File: config.mk
export PLATFORM = sky130hd
export DESIGN_NAME = weight_fetch_ctrl
export DESIGN_NICKNAME = d
export VERILOG_FILES = /design/src/rtl/weight_fetch_ctrl.sv
export SDC_FILE = /design/constraint.sdc
export NUM_CORES = 1
export LEC_CHECK = 0
export CORE_ASPECT_RATIO = 0.5
export CORE_UTILIZATION = 53
export CTS_BUF_LIST = sky130_fd_sc_hd__clkbuf_16
export CTS_CLUSTER_DIAMETER = 80
export DETAILED_ROUTE_END_ITERATION = 16
export GPL_ROUTABILITY_DRIVEN = 1
export HOLD_SLACK_MARGIN = 0.06
export PLACE_DENSITY_LB_ADDON = 0.05
export RECOVER_POWER = 100
export SLEW_MARGIN = 30
export SYNTH_ARGS = -nofsm -noshare
export SYNTH_HDL_FRONTEND = slang
export SYNTH_SLANG_ARGS = --single-unit
File: constraint.sdc
create_clock -name clk -period 8.65 [get_ports clk]
set_clock_uncertainty 0.1 [all_clocks]
set_input_delay 1.2975 -clock clk [delete_from_list [all_inputs] [get_ports clk]]
set_output_delay 1.2975 -clock clk [all_outputs]
set_load 0.01 [all_outputs]
File: src/rtl/weight_fetch_ctrl.sv
// Weight fetch sequencer: walks one layer's region of the weight SRAM and streams the
// words to the PE array through a credit-limited skid FIFO that hides the SRAM read latency.
module weight_fetch_ctrl #(
   parameter int DATA_W       = 100,
   parameter int ADDR_W       = 17,
   parameter int FIFO_DEPTH   = 4,
   parameter int CONV1_W_BASE = 0,
   parameter int CONV1_W_NUM  = 20,
   parameter int CONV1_B_BASE = 20,
   parameter int CONV1_B_NUM  = 1,
   parameter int CONV2_W_BASE = 21,
   parameter int CONV2_W_NUM  = 1000,
   parameter int CONV2_B_BASE = 1021,
   parameter int CONV2_B_NUM  = 2,
   parameter int FC1_W_BASE   = 1100,
   parameter int FC1_W_NUM    = 16000,
   parameter int SCORE_W_BASE = 17100,
   parameter int SCORE_W_NUM  = 200
) (
   input  logic              clk,
   input  logic              rst,
   input  logic              start,
   input  logic [1:0]        layer_sel,
   output logic              busy,
   output logic              done,
   output logic              sram_csb,
   output logic [ADDR_W-1:0] sram_raddr,
   input  logic [DATA_W-1:0] sram_rdata,
   output logic              w_valid,
   input  logic              w_ready,
   output logic [DATA_W-1:0] w_data,
   output logic              w_is_bias,
   output logic              w_last
);
   localparam int CNT_W = 15;
   localparam int PTR_W = $clog2(FIFO_DEPTH);
   localparam int OCC_W = PTR_W + 1;

   typedef enum logic [2:0] {
      S_IDLE, S_FETCH_W, S_FETCH_B, S_DRAIN, S_DONE
   } state_t;

   state_t             state_reg, state_next;
   logic [1:0]         layer_reg;
   logic [ADDR_W-1:0]  addr_reg;
   logic [CNT_W-1:0]   remaining_reg;
   logic [OCC_W-1:0]   fifo_count_reg, outstanding_reg;
   logic [PTR_W-1:0]   wr_ptr_reg, rd_ptr_reg;
   logic               bias_s1_reg, last_s1_reg;
   logic               valid_s2_reg, bias_s2_reg, last_s2_reg;
   logic [DATA_W+1:0]  fifo_mem [FIFO_DEPTH];
   logic [DATA_W+1:0]  head;

   logic               issue, issue_final, issue_last_tag, has_bias;
   logic               push, pop;
   logic [ADDR_W-1:0]  w_base, b_base;
   logic [CNT_W-1:0]   w_num, b_num;

   // Region lookup: weight region from the requested layer, bias region from the latched one.
   always_comb begin
      w_base = ADDR_W'(CONV1_W_BASE);
      w_num  = CNT_W'(CONV1_W_NUM);
      case (layer_sel)
         2'd0: begin w_base = ADDR_W'(CONV1_W_BASE); w_num = CNT_W'(CONV1_W_NUM); end
         2'd1: begin w_base = ADDR_W'(CONV2_W_BASE); w_num = CNT_W'(CONV2_W_NUM); end
         2'd2: begin w_base = ADDR_W'(FC1_W_BASE);   w_num = CNT_W'(FC1_W_NUM);   end
         default: begin w_base = ADDR_W'(SCORE_W_BASE); w_num = CNT_W'(SCORE_W_NUM); end
      endcase
      if (layer_reg[0]) begin
         b_base = ADDR_W'(CONV2_B_BASE);
         b_num  = CNT_W'(CONV2_B_NUM);
      end else begin
         b_base = ADDR_W'(CONV1_B_BASE);
         b_num  = CNT_W'(CONV1_B_NUM);
      end
      has_bias = ~layer_reg[1];
   end

   always_ff @(posedge clk) begin
      if (rst) state_reg <= S_IDLE;
      else     state_reg <= state_next;
   end

   always_comb begin
      state_next = state_reg;
      case (state_reg)
         S_IDLE:    if (start) state_next = S_FETCH_W;
         S_FETCH_W: if (issue_final) state_next = has_bias ? S_FETCH_B : S_DRAIN;
         S_FETCH_B: if (issue_final) state_next = S_DRAIN;
         S_DRAIN:   if (outstanding_reg == '0 && fifo_count_reg == '0) state_next = S_DONE;
         S_DONE:    state_next = S_IDLE;
         default:   state_next = S_IDLE;
      endcase
   end

   // Credit check counts reads still in the SRAM pipe, so a push always finds a free slot.
   always_comb begin
      busy  = (state_reg != S_IDLE);
      done  = (state_reg == S_DONE);
      issue = (state_reg == S_FETCH_W || state_reg == S_FETCH_B) &&
              (remaining_reg != '0) &&
              ((fifo_count_reg + outstanding_reg) < OCC_W'(FIFO_DEPTH));
      issue_final    = issue && (remaining_reg == CNT_W'(1));
      issue_last_tag = issue_final && ((state_reg == S_FETCH_B) || !has_bias);
      push    = valid_s2_reg;
      w_valid = (fifo_count_reg != '0);
      pop     = w_valid && w_ready;
      head      = fifo_mem[rd_ptr_reg];
      w_data    = head[DATA_W-1:0];
      w_is_bias = w_valid && head[DATA_W];
      w_last    = w_valid && head[DATA_W+1];
   end

   always_ff @(posedge clk) begin
      if (rst) begin
         layer_reg     <= 2'd0;
         addr_reg      <= '0;
         remaining_reg <= '0;
      end else if (state_reg == S_IDLE && start) begin
         layer_reg     <= layer_sel;
         addr_reg      <= w_base;
         remaining_reg <= w_num;
      end else if (issue) begin
         if (state_reg == S_FETCH_W && issue_final && has_bias) begin
            addr_reg      <= b_base;
            remaining_reg <= b_num;
         end else begin
            addr_reg      <= addr_reg + ADDR_W'(1);
            remaining_reg <= remaining_reg - CNT_W'(1);
         end
      end
   end

   // Tags ride alongside the read: stage 1 with the issue, stage 2 with the returning data.
   always_ff @(posedge clk) begin
      if (rst) begin
         sram_csb     <= 1'b1;
         sram_raddr   <= '0;
         bias_s1_reg  <= 1'b0;
         last_s1_reg  <= 1'b0;
         valid_s2_reg <= 1'b0;
         bias_s2_reg  <= 1'b0;
         last_s2_reg  <= 1'b0;
      end else begin
         sram_csb     <= ~issue;
         if (issue) sram_raddr <= addr_reg;
         bias_s1_reg  <= issue && (state_reg == S_FETCH_B);
         last_s1_reg  <= issue_last_tag;
         valid_s2_reg <= ~sram_csb;
         bias_s2_reg  <= bias_s1_reg;
         last_s2_reg  <= last_s1_reg;
      end
   end

   always_ff @(posedge clk) begin
      if (rst) begin
         fifo_count_reg  <= '0;
         outstanding_reg <= '0;
         wr_ptr_reg      <= '0;
         rd_ptr_reg      <= '0;
      end else begin
         if (push) wr_ptr_reg <= wr_ptr_reg + PTR_W'(1);
         if (pop)  rd_ptr_reg <= rd_ptr_reg + PTR_W'(1);
         case ({push, pop})
            2'b10:   fifo_count_reg <= fifo_count_reg + OCC_W'(1);
            2'b01:   fifo_count_reg <= fifo_count_reg - OCC_W'(1);
            default: fifo_count_reg <= fifo_count_reg;
         endcase
         case ({issue, push})
            2'b10:   outstanding_reg <= outstanding_reg + OCC_W'(1);
            2'b01:   outstanding_reg <= outstanding_reg - OCC_W'(1);
            default: outstanding_reg <= outstanding_reg;
         endcase
      end
   end

   always_ff @(posedge clk) begin
      if (push) fifo_mem[wr_ptr_reg] <= {last_s2_reg, bias_s2_reg, sram_rdata};
   end

endmodule

==> impl_metrics.prom <==
# TYPE chip_impl_metric gauge
chip_impl_metric{name="routabilityCongestion",unit=""} 0.808
chip_impl_metric{name="seq_area_frac_synth",unit=""} 0.738
chip_impl_info{name="clockRootBuffer",value="clkbuf_16"} 1
chip_impl_info{name="crit_start_category",value="register"} 1
chip_impl_metric{name="asyncSetResetFlopFracSynth",unit=""} 0
chip_impl_metric{name="number_of_global_route_vias_before_repair",unit=""} 10362
chip_impl_metric{name="cts-root-to-sink-buffers",unit=""} 3
chip_impl_info{name="path_cells",value="buf_4 > mux4_2 > dlygate4sd3_1"} 1
chip_impl_metric{name="critical_path.max_stage_delay",unit="ps"} 1920
chip_impl_metric{name="groute.usage.overall",unit=""} 0.210
chip_impl_info{name="hold_path_class",value="reg2reg"} 1
chip_impl_metric{name="largest_register_ffs",unit=""} 408
chip_impl_metric{name="cts.hold.buffers_added",unit=""} 0
chip_impl_metric{name="total_routed_wirelength",unit="mm"} 37.1
chip_impl_metric{name="yosys.area.top_type_share",unit=""} 0.660
chip_impl_metric{name="finalSetupViolations",unit=""} 0
chip_impl_metric{name="irDropWorstVdd",unit="mV"} 0.145
chip_impl_metric{name="post-route-drc-count",unit=""} 0
chip_impl_metric{name="floorplan.die.height",unit="um"} 134
chip_impl_metric{name="grt_start_max_net_pins",unit=""} 71
chip_impl_metric{name="maxCapViolations",unit=""} 11
chip_impl_metric{name="cp_num_buf_inv",unit=""} 2
chip_impl_info{name="worst_path_max_delay_cell",value="dfxtp_1"} 1
chip_impl_metric{name="postSynthCellCount",unit=""} 1007
chip_impl_metric{name="drt-initial-drc-count",unit=""} 572
chip_impl_metric{name="htreeDepth",unit=""} 2
chip_impl_metric{name="drtPass1Iterations",unit=""} 5
chip_impl_metric{name="antenna_found_initial",unit=""} 4
chip_impl_metric{name="postRouteAntennaNets",unit=""} 0
chip_impl_metric{name="area.growth.synth_to_final",unit="%"} 22.1
chip_impl_metric{name="synth.cell_area",unit="sq um"} 18600
chip_impl_metric{name="standard_cell_rows",unit=""} 48
chip_impl_metric{name="place.detailed.hpwl",unit="mm"} 22.6
chip_impl_metric{name="drive_above_1_share",unit=""} 0.144
chip_impl_metric{name="syn-mean-instance-area",unit="sq um"} 18.4
chip_impl_info{name="postSynth.topFlopCell",value="edfxtp_1"} 1
chip_impl_metric{name="routed-via-count",unit=""} 9929
chip_impl_metric{name="clock.fmax",unit="MHz"} 170
chip_impl_metric{name="slew-limit-headroom",unit=""} -1.99
chip_impl_info{name="path_class",value="reg2out"} 1
chip_impl_metric{name="dp_worst_setup_slack",unit="ps"} 4090
chip_impl_metric{name="post_cts_resized",unit=""} 0
chip_impl_metric{name="wire_per_inst",unit="um"} 21.2
chip_impl_metric{name="cts_num_sinks",unit=""} 480
chip_impl_metric{name="synth_fp_nets",unit=""} 1131
chip_impl_metric{name="ys_seq_elements",unit=""} 480
chip_impl_metric{name="clk_latency",unit="ps"} 540
chip_impl_info{name="cp_top_family",value="flip-flops"} 1
chip_impl_metric{name="finalCritPeriodShare",unit=""} 0.682
chip_impl_info{name="yosys-top-cells-area",value="edfxtp_1, mux4_2, dfxtp_1"} 1
chip_impl_metric{name="critPathMaxFanout",unit=""} 56
chip_impl_metric{name="globalRoute.totalOverflow",unit=""} 0
chip_impl_metric{name="design.final.nets",unit=""} 1369
chip_impl_metric{name="slew_viol_final",unit=""} 470
chip_impl_metric{name="first_pass_grt_wire_length",unit="mm"} 57.7
chip_impl_metric{name="die_x",unit="um"} 267
chip_impl_metric{name="yosys.cell_types.count",unit=""} 71
chip_impl_metric{name="crit_required",unit="ps"} 7250
chip_impl_metric{name="tightestPinTransition",unit="ps"} 4490
chip_impl_metric{name="ratio_of_routed_vias_to_standard_cells",unit=""} 5.66
chip_impl_info{name="tritoncts",value="built"} 1
chip_impl_info{name="worstSetupEndpointType",value="output pin"} 1
chip_impl_metric{name="hold_viol",unit=""} 0
chip_impl_metric{name="synth-edff-count",unit=""} 408
chip_impl_metric{name="worstPathArrival",unit="ps"} 4500
chip_impl_metric{name="placeable_core_region",unit="sq um"} 34500
chip_impl_metric{name="start_util",unit=""} 0.538
chip_impl_metric{name="post-route-worst-setup-slack",unit="ps"} 2750
chip_impl_metric{name="cts_made_buffers",unit=""} 42
chip_impl_info{name="run_status",value="complete, but fails checks"} 1
chip_impl_metric{name="powerDensity",unit="nW/um^2"} 236
chip_impl_metric{name="port_buffers",unit=""} 228
chip_impl_info{name="synth_top_cell_by_area",value="edfxtp_1"} 1
chip_impl_metric{name="cellLeakagePower",unit="nW"} 7.23
chip_impl_metric{name="die_area",unit="sq um"} 35800
chip_impl_metric{name="cts.clk_slew.worst_paths",unit="ps"} 60
chip_impl_info{name="rsz0062_at_grt",value="false"} 1
chip_impl_info{name="violations",value="capacitance limit, slew limit"} 1
chip_impl_metric{name="post-route-min-period",unit="ps"} 5900
chip_impl_metric{name="post-cts-setup-buffer-count",unit=""} 0
chip_impl_metric{name="ioPinCount",unit=""} 229
chip_impl_metric{name="synth_warnings",unit=""} 0
chip_impl_metric{name="tns",unit="ps"} 0
-- tightest hold or removal path: cells and delay by family, from the launching register on --
family / cells / cell delay, ps
simple gates: 1 / 50
compound gates: 1 / 50
flops: 1 / 310
-- path summary, 6_finish.rpt --
kind                            depth (start not counted)                          to  slack, ps                       start
worst max-delay path                                    3                  w_data[51]       2750                    register
worst min-delay path                                    2  sram_raddr[5]$_SDFFE_PP0P_        350  sram_raddr[5]$_SDFFE_PP0P_
worst max register to register                          4   fifo_mem[2][95]$_DFFE_PP_       3330  wr_ptr_reg[0]$_SDFFE_PP0P_
worst min register to register                          2  sram_raddr[5]$_SDFFE_PP0P_        350  sram_raddr[5]$_SDFFE_PP0P_
-- where the power goes --
group          total, mW  switching, mW  leakage [nW]  internal, mW
clock               1.84          0.799         0.707          1.04
combinational      0.862          0.439          2.26         0.423
sequential          2.64         0.0669          4.27          2.57
-- kinds of logic after synthesis --
kind of cell    synth area share
fa+ha+maj                 0.0129
compound gates            0.0448
buf+inv                   0.0162
xor+xnor                 0.00560
flops                      0.738
mux                        0.125
simple gates              0.0570
-- routing by layer --
| metal | wire [um] | vias up | track usage |
|---|---|---|---|
| li1 | - | 4559 | - |
| met4 | 689 | 2 | 0.0536 |
| met5 | 7 | - | 0 |
| met1 | 15400 | 5126 | 0.268 |
| met2 | 19600 | 187 | 0.373 |
| met3 | 1450 | 55 | 0.0397 |
-- stage by stage --
step / utilization / instances / hold WS (ps) / total power [mW] / cell area, sq um
final: 0.657 / 1754 / 353 / 5.34 / 22700
after global routing: 0.657 / 1753 / 375 / 5.55 / 22700
after CTS: 0.658 / 1750 / 359 / 5.43 / 22700
after detailed placement: 0.619 / 1674 / 350 / 3.60 / 21300
after global placement: 0.618 / 1673 / 343 / 3.58 / 21300
after floorplan: - / 1007 / 314 / 3.23 / 18600
-- cells in the final DEF (no fill, tap or decap), types with 4 or more instances in the layout --
cell type and count:
edfxtp_1 408, dlygate4sd3_1 217, mux4_2 102, dfxtp_1 72
nand2_1 66, a21oi_1 46, clkbuf_16 44, inv_1 33
nor2_1 29, ha_1 16, o21ai_0 14, or3_1 14
nand3_1 13, a31oi_1 13, nand2b_1 13, nor3_1 11
clkdlybuf4s50_1 10, nor4_1 7, clkinv_1 7, xnor2_1 6
a211oi_1 6, clkinv_2 6, clkbuf_1 6, buf_4 6
or4b_1 5, and2_0 5, nand4_1 5, a32oi_1 5
o22ai_1 5, a221oi_1 4, and2_1 4, a311oi_1 4
a31o_2 4, xor2_1 4, bufinv_16 4
-- synthesized netlist by cell type (3+ instances only) --
cell type,number
nor3_1,11
o22ai_1,5
ha_1,16
a221oi_1,4
inv_1,20
dfxtp_1,72
nor4_1,7
clkbuf_1,19
buf_2,18
nand3_1,13
xor2_1,4
nand4_1,5
o32ai_1,3
or3_1,14
a311oi_1,4
nand2_1,66
a31o_2,4
nor2b_1,3
or4b_1,5
and2_1,8
xnor2_1,6
buf_1,7
edfxtp_1,408
buf_4,3
a32oi_1,5
a31oi_1,13
a211oi_1,6
o21ai_0,13
a21oi_1,46
o41ai_1,3
nand2b_1,13
o31ai_1,3
o21ai_1,3
mux4_2,102
nor2_1,29
-- final cells by class --
type	instances	area, sq um
repair buffers	242	2380
clock inverters	32	241
flip-flops and latches	480	13700
diodes	2	5.00
multi-input cells	458	4560
clock buffers	44	1100
well taps	475	594
inverters	21	78.8
fillers	2483	11800
No activity file was read; power rests on OpenSTA's default activity.
